**src/rtl/mem_dport_ctrl.sv**
```systemverilog
// ---------------------------------------------------------------------------
// mem_dport_ctrl
// MEM-stage data-port controller. Consumes the EX/MEM load/store request,
// runs the level-held request / pulsed-response handshake with the data
// cache, freezes the upstream pipeline while the access is outstanding, and
// aligns and extends returned load data for MEM/WB.
//
// Ports
//   clk, rst          clock, synchronous active-high reset
//   is_load/is_store  EX/MEM holds a load / store (never both)
//   funct3            access size/sign (lb lh lw lbu lhu / sb sh sw)
//   addr              effective byte address
//   mem_byte_enable   byte-lane enables from EX/MEM
//   rs2               unshifted store data
//   hold_in           pipeline frozen elsewhere; EX/MEM will not advance
//   flush             squash the instruction currently in EX/MEM
//   data_read/write   cache request, held until data_resp
//   data_addr         word-aligned request address (registered)
//   data_mbe          request byte enables (registered)
//   data_wdata        lane-shifted store data (registered)
//   data_resp         one-cycle cache completion pulse
//   data_rdata        cache read word, valid with data_resp
//   stall_out         freeze IF..EX/MEM
//   load_valid        load_data valid for MEM/WB this cycle
//   load_data         aligned, extended load result
//   misalign_err      (only with MEM_MISALIGN_TRAP_EN) misaligned access pulse
//
// Build option: define MEM_MISALIGN_TRAP_EN to block misaligned halfword/word
// accesses and report them on misalign_err instead of issuing them.
// ---------------------------------------------------------------------------
module mem_dport_ctrl #(
  parameter int ADDR_W = 32,
  parameter int DATA_W = 32
) (
  input  logic              clk,
  input  logic              rst,
  input  logic              is_load,
  input  logic              is_store,
  input  logic [2:0]        funct3,
  input  logic [ADDR_W-1:0] addr,
  input  logic [3:0]        mem_byte_enable,
  input  logic [DATA_W-1:0] rs2,
  input  logic              hold_in,
  input  logic              flush,
  output logic              data_read,
  output logic              data_write,
  output logic [ADDR_W-1:0] data_addr,
  output logic [3:0]        data_mbe,
  output logic [DATA_W-1:0] data_wdata,
  input  logic              data_resp,
  input  logic [DATA_W-1:0] data_rdata,
  output logic              stall_out,
  output logic              load_valid,
  output logic [DATA_W-1:0] load_data
`ifdef MEM_MISALIGN_TRAP_EN
  ,
  output logic              misalign_err
`endif
);

  typedef enum logic [1:0] {IDLE, BUSY, DONE} state_t;

  state_t            state, next_state;
  logic              acc;
  logic              issue;
  logic              trap;

  // Captured request attributes needed after issue
  logic              is_load_p1;
  logic [2:0]        funct3_p1;
  logic [1:0]        ofs_p1;
  logic              squash_p1;
  logic [DATA_W-1:0] load_save_p1;
  logic [DATA_W-1:0] align_rdata;

  // Shift the addressed byte/halfword down to bit 0, then sign/zero extend.
  function automatic logic [DATA_W-1:0] align_load(
    input logic [DATA_W-1:0] rdata,
    input logic [1:0]        ofs,
    input logic [2:0]        f3
  );
    logic        [DATA_W-1:0] s;
    logic signed [7:0]        b;
    logic signed [15:0]       h;
    s = rdata >> {ofs, 3'b000};
    b = s[7:0];
    h = s[15:0];
    case (f3)
      3'b000:  align_load = {{(DATA_W-8){b[7]}}, b};
      3'b001:  align_load = {{(DATA_W-16){h[15]}}, h};
      3'b100:  align_load = {{(DATA_W-8){1'b0}}, s[7:0]};
      3'b101:  align_load = {{(DATA_W-16){1'b0}}, s[15:0]};
      default: align_load = s;
    endcase
  endfunction

`ifdef MEM_MISALIGN_TRAP_EN
  function automatic logic is_misaligned(
    input logic [2:0] f3,
    input logic [1:0] ofs
  );
    is_misaligned = ((f3[1:0] == 2'b01) && ofs[0]) ||
                    ((f3[1:0] == 2'b10) && (ofs != 2'b00));
  endfunction

  assign trap = is_misaligned(funct3, addr[1:0]);
`else
  assign trap = 1'b0;
`endif

  assign acc         = (is_load | is_store) & ~flush;
  assign align_rdata = align_load(data_rdata, ofs_p1, funct3_p1);

  // Next-state and combinational outputs
  always_comb begin
    next_state = state;
    issue      = 1'b0;
    stall_out  = 1'b0;
    load_valid = 1'b0;
    load_data  = '0;
`ifdef MEM_MISALIGN_TRAP_EN
    misalign_err = 1'b0;
`endif
    case (state)
      IDLE: begin
        if (acc && trap) begin
`ifdef MEM_MISALIGN_TRAP_EN
          misalign_err = 1'b1;
`endif
        end else if (acc) begin
          stall_out  = 1'b1;
          issue      = 1'b1;
          next_state = BUSY;
        end
      end
      BUSY: begin
        // Releasing the stall on the response lets EX/MEM advance on that edge.
        stall_out = ~data_resp;
        if (data_resp) begin
          load_data  = align_rdata;
          load_valid = is_load_p1 & ~squash_p1 & ~flush;
          // A squashed access has no instruction left to wait on.
          if (hold_in && !squash_p1 && !flush) next_state = DONE;
          else                                 next_state = IDLE;
        end
      end
      DONE: begin
        load_data  = load_save_p1;
        load_valid = is_load_p1 & ~flush;
        if (!hold_in || flush) next_state = IDLE;
      end
      default: next_state = IDLE;
    endcase
  end

  // Request / capture registers
  always_ff @(posedge clk) begin
    if (rst) begin
      state        <= IDLE;
      data_read    <= 1'b0;
      data_write   <= 1'b0;
      data_addr    <= '0;
      data_mbe     <= '0;
      data_wdata   <= '0;
      is_load_p1   <= 1'b0;
      funct3_p1    <= '0;
      ofs_p1       <= '0;
      squash_p1    <= 1'b0;
      load_save_p1 <= '0;
    end else begin
      state <= next_state;
      if (issue) begin
        data_read  <= is_load;
        data_write <= is_store;
        data_addr  <= {addr[ADDR_W-1:2], 2'b00};
        data_mbe   <= mem_byte_enable;
        data_wdata <= rs2 << {addr[1:0], 3'b000};
        is_load_p1 <= is_load;
        funct3_p1  <= funct3;
        ofs_p1     <= addr[1:0];
        squash_p1  <= 1'b0;
      end else if (state == BUSY) begin
        if (data_resp) begin
          data_read  <= 1'b0;
          data_write <= 1'b0;
          if (is_load_p1) load_save_p1 <= align_rdata;
        end else if (flush) begin
          // The cache cannot be cancelled; remember the squash until it answers.
          squash_p1 <= 1'b1;
        end
      end
    end
  end

endmodule

```
**config.mk**
```make
export PLATFORM = sky130hd
export DESIGN_NAME = mem_dport_ctrl
export DESIGN_NICKNAME = d
export VERILOG_FILES = /design/src/rtl/mem_dport_ctrl.sv
export SDC_FILE = /design/constraint.sdc
export NUM_CORES = 1
export LEC_CHECK = 0
export BUFFER_PORTS_ARGS = -buffer_cell sky130_fd_sc_hd__buf_2
export CAP_MARGIN = 0
export CORE_ASPECT_RATIO = 0.7
export CORE_MARGIN = 5
export CORE_UTILIZATION = 53
export CTS_CLUSTER_SIZE = 40
export DETAILED_ROUTE_END_ITERATION = 10
export HOLD_SLACK_MARGIN = 0.05
export PLACE_DENSITY = 0.95
export SYNTH_ARGS = -nofsm -noshare
export SYNTH_HDL_FRONTEND = slang
export SYNTH_SLANG_ARGS = --single-unit
export TNS_END_PERCENT = 50
```
**constraint.sdc**
```tcl
create_clock -name clk -period 2.7 [get_ports clk]
set_clock_uncertainty 0.1 [all_clocks]
set_input_delay 0.27 -clock clk [delete_from_list [all_inputs] [get_ports clk]]
set_output_delay 0.27 -clock clk [all_outputs]
set_load 0.01 [all_outputs]
```
==> metrics.csv, run 1 <==
stage,metric,value,unit
run_status,status,finished clean,
sta,relative slew slack,0.511,
grt,initial antenna violation count,4,
routing,routed len/inst,16.8,um
placed_design,RePlAce Congestion,0.972,
synthesis,register area share after synthesis,0.394,
routing,DRC errors left,0,
synthesis,Yosys warning count,0,
floorplan,Die W,132,um
worst_setup_path,crit path max fanout,24,
synthesis,prevailing post-synth register cell,dfxtp_1,
sta,count of final max-slew check failures,0,
clock_tree,CTS tree,built,
routing,vias,5564,
final_layout,FF+latch area,0.00218,mm2
clock_tree,Sink Count,109,
floorplan,core area,0.0103,mm2
sta,crit path time final,2550,ps
sta,fin crit share,0.944,
sta,worst slew pin tran,730,ps
grt,all-layer global routing usage,0.253,
final_layout,fin area,0.00704,mm2
pwr,maximum vdd drop,0.365,mV
clock_tree,clk root buf,clkbuf_16,
floorplan,num rows,31,
synthesis,Post-synth ARST share,0,
sta,Final Hold Viols,0,
synthesis,post-synth top area cell,dfxtp_1,
sta,unrepaired setup endpoints after global routing,true,
worst_setup_path,Worst EP required,2330,ps
synthesis,Commonest cells post-synth,"142 x nand2_1, 109 x dfxtp_1, 87 x a21oi_1",
final_layout,nets,956,
clock_tree,H-tree Lvls,3,
synthesis,Avg Synthesized Cell Area,8.36,um2
final_layout,"Core Util, Final",0.685,
grt,largest net degree at the start of global routing,48,
sta,Final setup viols,0,
routing,1st-pass router iterations,5,
floorplan,chip height,95.5,um
worst_setup_path,crit start category,flop,
grt,first-pass GRT wire length,26500,um
grt,Overflow after GRT,0,
final_layout,Multi-input gate area,0.00311,mm2
synthesis,count of cell types in the netlist,46,
synthesis,Syn Inst Count,662,
routing,via-per-instance ratio,5.65,
min_path,Hold Path Class,primary input to flop,
flow_run,max_cap viols,0,
worst_setup_path,critical path class,flop to output pin,
synthesis,top post-synthesis cells by area,"dfxtp_1 39%, nand2_1 9.6%, a21oi_1 7.9%",
synthesis,"EDFF count, synth",0,
clock_tree,Num CTS Buffers,9,
routing,routed wire length,16500,um
worst_setup_path,CP Capture Type,output pin,
sta,hold_ws,60.3,ps
grt,number of global-route vias before repair,5241,
routing,DRT iter0 DRCs,442,
floorplan,Die Area,0.0126,mm2
final_layout,filler cell count,824,
min_path,Hold Crit Depth,3,
clock_tree,"Reg clk slew, reported paths",80,ps
worst_setup_path,CP arrival,2180,ps
clock_tree,clock buffer depth,2,
clock_tree,clock latency on the worst-skew pair,330,ps
routing,Antenna Nets Post-Route,0,
floorplan,initial cell density of the core,0.538,
placed_design,Placed Area,0.00666,mm2
placed_design,Post-DP HPWL,12400,um
placed_design,input/output buffers,211,
final_layout,Syn-to-layout area delta,27.2,%
worst_setup_path,reg2reg path depth,6,
pwr,leakage,2.99,nW
floorplan,num ports,214,
synthesis,register bit total from synthesis,109,
final_layout,layout cells sized above 1,0.354,
sta,Max Freq,392,MHz
pwr,PwrDens,572,mW/mm2
clock_tree,hold buffers post-CTS,0,
synthesis,most numerous cell in the Yosys netlist,nand2_1,
synthesis,top-area cell type share of the netlist area,0.394,
synthesis,post-synthesis cell area,0.00553,mm2
area by class of cell:
type | instances | share of cell area
sequential | 109 | 0.310
clock inverter | 6 | 0.0165
antenna | 4 | 0.00142
timing repair buffer | 227 | 0.171
tap | 132 | 0.0235
inverter | 3 | 0.00160
clock buffer | 10 | 0.0340
multi-input combinational | 493 | 0.442
final timing paths:
kind,startpoint,to,slack [ps]
min reg2reg,data_addr[4]$_SDFFE_PP0P_,data_addr[4]$_SDFFE_PP0P_,350
max reg2reg,ofs_p1[1]$_SDFFE_PP0P_,load_save_p1[29]$_SDFFE_PP0P_,560
max,ofs_p1[1]$_SDFFE_PP0P_,load_data[16],150
min,addr[3],data_addr[3]$_SDFFE_PP0P_,60
report_power, final:
group | switching (mW) | internal, mW | total [mW] | leakage [nW]
registers | 0.0436 | 1.68 | 1.73 | 0.888
clock network | 0.604 | 0.941 | 1.55 | 0.174
logic | 0.453 | 0.302 | 0.755 | 1.92
total | 1.10 | 2.93 | 4.03 | 2.99
worst max-delay path, cell delays in order, from the launching register on:
cell,delay (ps)
dfxtp_1,350
buf_4,240
nand2b_4,170
a311oi_2,350
o211ai_4,330
a21oi_1,250
buf_2,150
registers in the layout, indices dropped and copies added (netlist names), 2 cells and up:
signal	flops
data_addr	30
data_mbe	4
data_wdata	32
funct3_p1	3
load_save_p1	32
ofs_p1	2
state	2
cell usage in the layout (no fill, tap or decap), types with 3 or more instances in the layout:
master	count
buf_2	210
nand2_1	141
dfxtp_1	109
a21oi_1	86
nor2_1	39
mux2i_1	38
a22o_1	22
mux2_2	18
a311oi_2	15
o21ai_0	15
buf_4	15
nor2b_1	13
nor3_1	12
and2_1	10
clkbuf_16	9
a22oi_1	8
a21bo_2	8
a31oi_1	8
o211ai_1	8
a211oi_1	8
o2bb2ai_1	8
diode_2	4
nand3_1	4
inv_1	3
bufinv_16	3
cells by family after synthesis:
kind of cell             count (synthesis)  synth area share
AO/OA/AOI/OAI                          199             0.258
XOR/XNOR                                 1           0.00158
adder cells (fa/ha/maj)                  3           0.00678
buffers and inverters                   61            0.0502
flip-flops                             109             0.394
multiplexers                            57             0.109
other                                    1          0.000678
AND/OR/NAND/NOR                        231             0.180
metrics by stage:
step | worst slack, ps | std cells | TNS, ps | power, mW
after global routing | -3.26 | 984 | -3.26 | 4.21
after global placement | 394 | 964 | 0 | 2.49
after CTS | 111 | 980 | 0 | 4.04
after floorplan | 768 | 663 | 0 | 2.22
final | 150 | 984 | 0 | 4.03
after detailed placement | 275 | 964 | 0 | 2.50
layer usage:
layer | wire length, um | part of all wire | global-route usage
met2 | 7400 | 0.45 | 0.390
met4 | 381 | 0.023 | 0.0890
met3 | 1550 | 0.094 | 0.0654
met1 | 7210 | 0.44 | 0.346
met5 | 0 | 0 | 0
repair_timing:
item / CTS / global route
resized for setup: 1 / 3
endpoints found under the setup margin: 16 / 11
cloned: 0 / 0
pin swaps: 0 / 1
setup buffers: 0 / 0
No activity file was read; power rests on OpenSTA's default activity.
==> inputs of run 2 (changes only) <==
Settings changed: ABC_AREA set to 1, CORE_UTILIZATION 53 to 45, PLACE_DENSITY 0.95 to 0.87.
Clock period 2.7 ns to 2.1 ns, I/O delays scaled along.
==> run 2 against run 1 <==
Wire length is 21% higher. Clock power is 17% higher. Count of clock-buffer cells in the layout stayed put. Synthesized cell count is 22% higher. Highest routed layer unchanged. Cell count is 23% higher. Critical path depth is 1 higher. Non-clock buffer count is 62 higher. The flow now finishes with violations (negative setup slack). Setup slack worse by 200 ps. Combinational power is 140% higher. Largest power group unchanged.
==> metrics.csv, run 2 <==
stage,metric,value,unit,change
clock_tree,"Reg clk slew, reported paths",80,ps,about the same
clock_tree,Sink Count,109,,unchanged
run_status,status,"finished, violations left",,
routing,routed len/inst,16.6,um,-1.5%
grt,first-pass GRT wire length,30600,um,+16%
worst_setup_path,critical path class,flop to output pin,,
final_layout,Syn-to-layout area delta,40.4,%,
sta,worst slew pin tran,555,ps,-175 ps
sta,crit path time final,2140,ps,
clock_tree,Num CTS Buffers,9,,unchanged
pwr,PwrDens,742,mW/mm2,+30%
floorplan,num rows,34,,+9.7%
synthesis,register area share after synthesis,0.386,,-0.00812
routing,1st-pass router iterations,5,,unchanged
floorplan,core area,0.0124,mm2,+20%
final_layout,biggest regs,"data_wdata x32, load_save_p1 x32, data_addr x30",,
sta,PnR worst setup slack,-44.8,ps,-195 ps
sta,hold_ws,65.8,ps,+5.59 ps
routing,DRC errors left,0,,unchanged
clock_tree,clk root buf,clkbuf_16,,
final_layout,"Core Util, Final",0.641,,-0.0438
clock_tree,clock latency on the worst-skew pair,350,ps,+20 ps
sta,fin crit share,1.02,,
worst_setup_path,slowest cell delay on critical path,450,ps,+100 ps
sta,Final Hold Viols,0,,unchanged
synthesis,Post-synth ARST share,0,,unchanged
synthesis,post-synth top area cell,dfxtp_1,,
sta,relative slew slack,0.628,,+0.116
pwr,maximum vdd drop,0.403,mV,+11%
clock_tree,CTS tree,built,,
placed_design,Post-DP HPWL,13100,um,+5.5%
final_layout,nets,1157,,+21%
clock_tree,H-tree Lvls,3,,unchanged
synthesis,post-synthesis cell area,0.00565,mm2,+2.1%
routing,vias,6531,,+17%
synthesis,register bit total from synthesis,109,,unchanged
worst_setup_path,crit path max fanout,6,,-75%
flow_run,max_cap viols,0,,unchanged
synthesis,prevailing post-synth register cell,dfxtp_1,,
final_layout,"most common cell after layout, fill and taps aside",nand2_1,,
grt,Overflow after GRT,0,,unchanged
sta,Max Freq,466,MHz,
worst_setup_path,crit start category,flop,,
grt,number of global-route vias before repair,6150,,+17%
synthesis,Syn Inst Count,807,,+22%
run_status,violated checks,negative setup slack,,
worst_setup_path,CP Capture Type,output pin,,
final_layout,layout cells sized above 1,0.351,,-0.00296
sta,unrepaired setup endpoints after global routing,true,,
grt,all-layer global routing usage,0.250,,-0.00319
sta,count of final max-slew check failures,0,,unchanged
sta,Final setup viols,1,,+1
synthesis,top post-synthesis cells by area,"dfxtp_1 39%, nand2_1 18%, nand3_1 6.6%",,
grt,initial antenna violation count,2,,-2
worst_setup_path,Crit-path slowest cell,o21ai_0,,
final_layout,fin area,0.00793,mm2,+13%
pwr,leakage,3.73,nW,+25%
clock_tree,clock buffer depth,2,,unchanged
sta,TNS Setup,-44.8,ps,-44.8 ps
routing,via-per-instance ratio,5.38,,-4.8%
final_layout,most frequent cells in the layout,"271 x nand2_1, 210 x buf_2, 105 x dfxtp_1, 72 x nand3_1, 55 x o21ai_0",,
placed_design,pre-CTS WS,115,ps,-160 ps
placed_design,input/output buffers,211,,unchanged
synthesis,most numerous cell in the Yosys netlist,nand2_1,,
routing,Antenna Nets Post-Route,0,,unchanged
synthesis,Yosys warning count,0,,unchanged
min_path,Hold Path Class,primary input to flop,,
floorplan,Die W,144,um,+8.9%
min_path,Hold Crit Depth,3,,unchanged
placed_design,RePlAce Congestion,0.911,,-6.3%
synthesis,"EDFF count, synth",0,,unchanged
worst_setup_path,"reg-to-reg slack, setup",350,ps,-210 ps
grt,largest net degree at the start of global routing,49,,+2.1%
synthesis,top-area cell type share of the netlist area,0.386,,-0.00812
synthesis,Commonest cells post-synth,"278 x nand2_1, 109 x dfxtp_1, 75 x nand3_1",,
worst_setup_path,CP arrival,1830,ps,-350 ps
synthesis,Avg Synthesized Cell Area,7.00,um2,-16%
worst_setup_path,reg2reg path depth,7,,+1
worst_setup_path,Worst EP required,1790,ps,-540 ps
routing,routed wire length,20100,um,+21%
floorplan,Die Area,0.0149,mm2,+18%
synthesis,count of cell types in the netlist,36,,-22%
floorplan,initial cell density of the core,0.456,,-0.0820
floorplan,chip height,104,um,+8.6%
routing,DRT iter0 DRCs,546,,+24%
placed_design,Placed Area,0.00680,mm2,+2.2%
floorplan,num ports,214,,unchanged
worst_setup_path,ordered cell list for the critical path,"buf_6, clkinv_2, nand2_1, o21ai_0, nand3_2, a21oi_2, buf_2",,
run 2: cell count changes after synthesis, moves of 18 or more:
cell,previous run,this run
nand2_1,142,278
nand3_1,4,75
o21ai_0,15,64
a21oi_1,87,53
mux2i_1,38,5
a21oi_2,0,26
a22o_1,22,0
mux2_2,18,0
run 2: per-stage QoR:
stage | cells | power (mW)
after floorplan | 808 | 3.23
after global placement | 1139 | 3.70
after detailed placement | 1139 | 3.72
after CTS | 1198 | 5.67
after global routing | 1213 | 6.14
final | 1213 | 5.89
run 2: cell families (layout without fill, tap and decap cells):
| family | Yosys count | after routing | share of synthesized area |
|---|---|---|---|
| adders and majority gates | 3 | 3 | 0.00664 |
| muxes | 5 | 5 | 0.00886 |
| and+or+nand+nor | 421 | 421 | 0.329 |
| AOI/OAI and AO/OA | 183 | 183 | 0.194 |
| buffers and inverters | 85 | 326 | 0.0746 |
| other | 1 | 4 | 0.000664 |
| DFF | 109 | 109 | 0.386 |
run 2: area by class of cell:
class / instances / area (um2)
Antenna cell: 2 / 5.00
Clock buffer: 10 / 239
Clock inverter: 6 / 76.3
Fill cell: 1067 / 4450
Inverter: 20 / 82.6
Multi-Input combinational cell: 614 / 3150
Sequential cell: 109 / 2190
Tap cell: 162 / 203
Timing Repair Buffer: 289 / 1980
Timing Repair inverter: 1 / 5.00
run 2: report_power, final:
group / switching, mW / internal (mW)
registers: 0.0742 / 2.20
logic: 1.07 / 0.737
clock network: 0.825 / 0.980
total: 1.97 / 3.92
run 2: what timing repair did:
item,4_1_cts,5_1_grt
gates resized for setup,26,43
pin swaps,2,4
setup endpoints to repair,29,33
hold buffers,37,0
cloned,2,4
buffers inserted,4,9
endpoints found under the hold margin,37,0
run 2: worst max-delay path, delay by kind of cell (launching register included):
family / cells / cell delay [ps]
AND/OR/NAND/NOR: 2 / 200
AO/OA/AOI/OAI: 2 / 570
buffers and inverters: 3 / 330
flip-flops: 1 / 390
run 2: final timing paths:
kind / startpoint / end
worst max-delay path: ofs_p1[0]$_SDFFE_PP0P_ / load_data[29]
worst min-delay path: is_store / data_write$_SDFFE_PP0P_
worst max register to register: state[0]$_SDFFE_PP0P_ / data_read$_SDFFE_PP0P_
worst min register to register: data_addr[6]$_SDFFE_PP0P_ / data_addr[6]$_SDFFE_PP0P_
run 2: routing by layer:
layer,vias to the layer above,global-route usage,share of wire
met5,-,0,0
met4,0,0.0733,0.021
met3,42,0.0585,0.098
met2,357,0.395,0.45
met1,2980,0.340,0.43
li1,3152,-,-
